===== src/rtl/pipeline_hazard_ctrl.sv =====
// Stall/flush sequencer for the 5-stage pipeline.
//
// state    | meaning
// ---------+---------------------------------------------------------------
// RUN      | normal issue; branch, load-use and memory wait are evaluated
// BR_FLUSH | extra bubble cycles after a taken branch (flush_cnt remaining)
// MEM_WAIT | whole pipe frozen on a data-memory wait; flush_cnt is preserved
//
// A freeze entered from BR_FLUSH keeps flush_cnt non-zero, and that is how
// the release cycle knows to resume the flush sequence. flush_cnt is always
// zero in RUN.
module pipeline_hazard_ctrl #(
  parameter int FLUSH_CYCLES = 1,
  parameter int MEM_TIMEOUT  = 64,
  parameter int CNT_W        = 32
) (
  input  logic             clk,
  input  logic             rst,
  input  logic [6:0]       ID_opcode,
  input  logic [4:0]       ID_rs1,
  input  logic [4:0]       ID_rs2,
  input  logic [6:0]       EX_opcode,
  input  logic [4:0]       EX_rd,
  input  logic             branch_taken,
  input  logic             mem_req,
  input  logic             mem_ready,
  output logic             pipe_freeze,
  output logic             PC_stall,
  output logic             IF_ID_stall,
  output logic             ID_flush,
  output logic             EX_flush,
  output logic             mem_timeout,
  output logic [CNT_W-1:0] stall_cycles
);

  localparam logic [6:0] OP_IMM = 7'b0010011;
  localparam logic [6:0] OP_REG = 7'b0110011;
  localparam logic [6:0] OP_BR  = 7'b1100011;
  localparam logic [6:0] OP_LD  = 7'b0000011;
  localparam logic [6:0] OP_ST  = 7'b0100011;

  localparam int FC_W = (FLUSH_CYCLES > 1) ? $clog2(FLUSH_CYCLES) : 1;
  localparam int WC_W = $clog2(MEM_TIMEOUT + 1);

  localparam logic [FC_W-1:0] FC_INIT = FC_W'(FLUSH_CYCLES - 1);
  localparam logic [FC_W-1:0] FC_ONE  = FC_W'(1);
  localparam logic [WC_W-1:0] WC_LAST = WC_W'(MEM_TIMEOUT - 1);
  localparam logic [WC_W-1:0] WC_MAX  = '1;

  typedef enum logic [1:0] {
    RUN      = 2'd0,
    BR_FLUSH = 2'd1,
    MEM_WAIT = 2'd2
  } state_t;

  state_t          state, state_nx;
  logic [FC_W-1:0] flush_cnt, flush_cnt_nx;
  logic [WC_W-1:0] wait_cnt;

  logic uses_rs1, uses_rs2, load_use, wait_req, in_flush;

  // Hazard detection: which source registers the ID instruction actually reads.
  always_comb begin
    uses_rs1 = (ID_opcode == OP_IMM) || (ID_opcode == OP_REG) || (ID_opcode == OP_BR) ||
               (ID_opcode == OP_LD)  || (ID_opcode == OP_ST);
    uses_rs2 = (ID_opcode == OP_REG) || (ID_opcode == OP_BR) || (ID_opcode == OP_ST);
    load_use = (EX_opcode == OP_LD) && (EX_rd != 5'd0) &&
               ((uses_rs1 && (EX_rd == ID_rs1)) || (uses_rs2 && (EX_rd == ID_rs2)));
    wait_req = mem_req && !mem_ready;
    in_flush = (state == BR_FLUSH) || ((state == MEM_WAIT) && (flush_cnt != '0));
  end

  // Next-state and control outputs, in priority order: wait, flush, branch, load-use.
  always_comb begin
    state_nx     = RUN;
    flush_cnt_nx = flush_cnt;
    pipe_freeze  = 1'b0;
    PC_stall     = 1'b0;
    IF_ID_stall  = 1'b0;
    ID_flush     = 1'b0;
    EX_flush     = 1'b0;

    if (wait_req) begin
      pipe_freeze = 1'b1;
      PC_stall    = 1'b1;
      IF_ID_stall = 1'b1;
      state_nx    = MEM_WAIT;
    end else if (in_flush) begin
      ID_flush     = 1'b1;
      EX_flush     = 1'b1;
      flush_cnt_nx = flush_cnt - FC_ONE;
      state_nx     = (flush_cnt == FC_ONE) ? RUN : BR_FLUSH;
    end else if (branch_taken) begin
      ID_flush = 1'b1;
      EX_flush = 1'b1;
      if (FLUSH_CYCLES > 1) begin
        state_nx     = BR_FLUSH;
        flush_cnt_nx = FC_INIT;
      end
    end else if (load_use) begin
      PC_stall    = 1'b1;
      IF_ID_stall = 1'b1;
      EX_flush    = 1'b1;
    end

    // While in reset the pipe is filled with bubbles and nothing holds.
    if (rst) begin
      pipe_freeze = 1'b0;
      PC_stall    = 1'b0;
      IF_ID_stall = 1'b0;
      ID_flush    = 1'b1;
      EX_flush    = 1'b1;
    end
  end

  // State and flush counter register.
  always_ff @(posedge clk) begin
    if (rst) begin
      state     <= RUN;
      flush_cnt <= '0;
    end else begin
      state     <= state_nx;
      flush_cnt <= flush_cnt_nx;
    end
  end

  // Memory-wait length tracking; mem_timeout is sticky until reset.
  always_ff @(posedge clk) begin
    if (rst) begin
      wait_cnt    <= '0;
      mem_timeout <= 1'b0;
    end else if (wait_req) begin
      if (wait_cnt != WC_MAX) begin
        wait_cnt <= wait_cnt + 1'b1;
      end
      if (wait_cnt >= WC_LAST) begin
        mem_timeout <= 1'b1;
      end
    end else begin
      wait_cnt <= '0;
    end
  end

  // Saturating count of PC-stall cycles.
  always_ff @(posedge clk) begin
    if (rst) begin
      stall_cycles <= '0;
    end else if (PC_stall && (stall_cycles != '1)) begin
      stall_cycles <= stall_cycles + 1'b1;
    end
  end

endmodule


===== config.mk =====
export PLATFORM = sky130hd
export DESIGN_NAME = pipeline_hazard_ctrl
export DESIGN_NICKNAME = d
export VERILOG_FILES = /design/src/rtl/pipeline_hazard_ctrl.sv
export SDC_FILE = /design/constraint.sdc
export NUM_CORES = 1
export LEC_CHECK = 0
export ABC_AREA = 0
export ABC_CLOCK_PERIOD_IN_PS = 5800
export CORE_MARGIN = 2
export CORE_UTILIZATION = 60
export DETAILED_ROUTE_END_ITERATION = 6
export DONT_BUFFER_PORTS = 1
export PLACE_DENSITY = 0.79
export SYNTH_ARGS = -nofsm -noshare
export SYNTH_HDL_FRONTEND = slang
export SYNTH_SLANG_ARGS = --single-unit

===== constraint.sdc =====
create_clock -name clk -period 5.8 [get_ports clk]
set_input_delay 0.58 -clock clk [delete_from_list [all_inputs] [get_ports clk]]
set_output_delay 0.58 -clock clk [all_outputs]
set_load 0.03 [all_outputs]

==> flow_summary.json <==
{
  "flow.area_growth_from_synthesis_pct": 1.98,
  "rows": 23,
  "diodes": 0,
  "grt_setup_unrepaired": "false",
  "number_of_global_route_vias_before_repair": 1878,
  "postSynth.asyncResetShare_pct": 0,
  "antenna_violations_before_repair": 0,
  "r2r-end": "stall_cycles[10]",
  "dieArea_sq_um": 4630,
  "die_x_um": 68.0,
  "fp.coreArea_sq_um": 3970,
  "fmaxAchievable_mhz": 297,
  "syn-cell-area_sq_um": 2460,
  "cts_tree": "built",
  "worst_setup_hold_path_clk_slew_ns": 0.07,
  "place_hpwl_um": 3800,
  "final_common_cell": "dfxtp_1",
  "syn_nets": 329,
  "setup-tns-final_ns": 0,
  "router_iterations_before_antenna_repair": 4,
  "detail_route.drc_violations": 0,
  "num_io_pins": 72,
  "crit_path_max_fanout": 31,
  "worst_r2r_path_depth": 7,
  "clk-insertion-delay-late_ns": 0.29,
  "drt_first_iter_violations": 109,
  "finish.net_count": 321,
  "vertical_die_dimension_um": 68.0,
  "min_path_type": "input port to flip-flop",
  "post_drt_via_cell_ratio": 6.50,
  "grt_use_total_pct": 24.1,
  "synth_seq_cells": 43,
  "post_cts.repair.setup_buffers": 0,
  "netlist.area_leader.share_pct": 35.0,
  "cts_repair_resized_insts": 0,
  "start_util_pct": 61.9,
  "finalInstanceArea_sq_um": 2510,
  "setup_violations": 0,
  "drv.max_cap_violation_count": 0,
  "ir_drop_mv": 0.146,
  "critPathCaptureType": "primary output",
  "worst_ep_required_time_ns": 5.22,
  "criticalPathCategory": "input port to primary output",
  "detail_route.wirelength_um": 5210,
  "global_placement_routability_congestion": 0.771,
  "synth_largest_area_cell": "dfxtp_1",
  "synth_top_flop_cell": "dfxtp_1",
  "synth_top_cells_by_area": "dfxtp_1 35%, or4_1 7.3%, o31ai_1 6.1%, a21oi_1 5.3%, xnor2_1 3.6%",
  "setup.worst_path.start_class": "input port",
  "drtAntennaViolNets": 0,
  "via_count": 2170,
  "post_route_cells_drive_above_1_share_pct": 5.28,
  "arrival_ns": 2.79,
  "globalRouteOverflowTotal": 0,
  "netlist-cell-type-count": 51,
  "htreeDepth": 2,
  "p_per_area_nw_per_um2": 197,
  "post-route-min-period_ns": 3.37,
  "numPortBuffers": 0,
  "netlist_instances": 293,
  "power.static_leakage_nw": 0.773,
  "regToRegSetupSlack_ns": 3.16,
  "cts.sink_count": 43,
  "yosysWarnings": 0,
  "timing.rr.start": "stall_cycles[0]",
  "pins_over_slew_limit": 0,
  "result_of_the_run": "finished, final reports clean",
  "worst_setup_sp": "rst",
  "tritoncts.num_buffers": 5,
  "grt_first_pass_wirelength_um": 8560,
  "min_period_over_period_pct": 58.1,
  "most_frequent_cells_in_the_layout": "43 x dfxtp_1, 26 x a21oi_1, 24 x or4_1, 22 x nand2_1, 20 x o31ai_1",
  "routed_length_per_placed_instance_um": 15.6,
  "synth_edf_count": 0,
  "worst_slew_margin_rel_pct": 32.5,
  "setup.worst_path.end": "IF_ID_stall",
  "worst-slew-pin-transition_ns": 1.00,
  "part_of_the_yosys_area_used_for_sequential_elements_pct": 35.0,
  "dpl-instance-area_sq_um": 2440,
  "hold_violations_final": 0,
  "cts_hold_buf": 0,
  "cts-root-to-sink-buffers": 2,
  "worst_clock_skew_ns": 0.00176,
  "avgSynthCellArea_sq_um": 8.40,
  "clockRootBuffer": "clkbuf_8",
  "grt_max_degree": 44
}
## kinds of logic (layout without fill, tap and decap cells)
family	after synthesis	in the layout	share of synthesized area, %
buffers and inverters	23	14	5.49
AND/OR/NAND/NOR	137	137	33.6
AO/OA/AOI/OAI	73	73	19.3
multiplexers	1	1	0.610
XOR/XNOR	14	14	4.98
adder cells (fa/ha/maj)	2	2	1.02
flip-flops	43	43	35.0
## cell type report
class,instances,area [sq um]
Sequential cell,43,861
Tap cell,50,62.6
Timing Repair Buffer,1,7.51
Multi-Input combinational cell,227,1480
Fill cell,356,1460
Inverter,7,26.3
Clock buffer,6,72.6
## report_power, final
part	total [mW]	switching (mW)	internal, mW	leakage, nW
logic	0.0269	0.0171	0.00987	0.390
registers	0.299	0.00246	0.296	0.347
clock network	0.169	0.0890	0.0802	0.0371
## routing by layer
metal / track usage [%] / vias up / wire length, um
li1: - / 1112 / -
met1: 29.1 / 995 / 2310
met2: 40.3 / 58 / 2480
met3: 9.05 / 5 / 370
met4: 6.00 / 0 / 48
met5: 0 / - / 0
## how the worst min path moves through the flow
stage	startpoint	end	slack [ns]	cells past startpoint
finish	rst	stall_cycles[18]	0.35	1
global route	rst	stall_cycles[25]	0.34	1
CTS	rst	stall_cycles[25]	0.34	1
detailed placement	state[0]	state[0]	0.47	2
global placement	state[0]	state[0]	0.46	2
floorplan	state[0]	state[0]	0.44	2
## cell usage after synthesis, types with 3 or more instances
cell / instances
o311ai_0: 3
and3_1: 5
nor3_1: 8
clkbuf_1: 3
nand4_1: 13
o21ai_0: 4
inv_1: 6
a21oi_1: 26
o41ai_1: 3
nor2b_1: 4
o31ai_1: 20
or4_1: 24
dfxtp_1: 43
and2_1: 5
o21a_1: 3
xor2_1: 4
nand3_1: 15
or3_1: 5
nand2_1: 22
and4_1: 4
nor2_1: 18
buf_2: 6
o21ai_1: 3
xnor2_1: 10
buf_6: 5
## sequential cells by signal, summed over array words and instances, names as in the netlist
name,count
wait_cnt,7
state,2
flush_cnt,1
stall_cycles,32
mem_timeout,1
## worst max-delay path: stages
cell and delay, ns:
clkinv_1 0.24, nand2_1 0.37, inv_1 0.27, a31oi_4 0.64
buf_4 0.37, inv_1 0.31
## per-stage QoR
step	power, mW	setup WS [ns]	util [%]	cells	hold slack [ns]
4_1_cts	0.501	2.39	63.2	334	0.343
2_1_floorplan	0.331	2.99	-	293	0.441
5_1_grt	0.511	2.22	63.2	334	0.337
6_report	0.495	2.43	63.2	334	0.351
3_5_place_dp	0.332	2.43	61.3	328	0.469
3_3_place_gp	0.332	2.43	61.3	328	0.458
(Power assumes the default switching activity.)
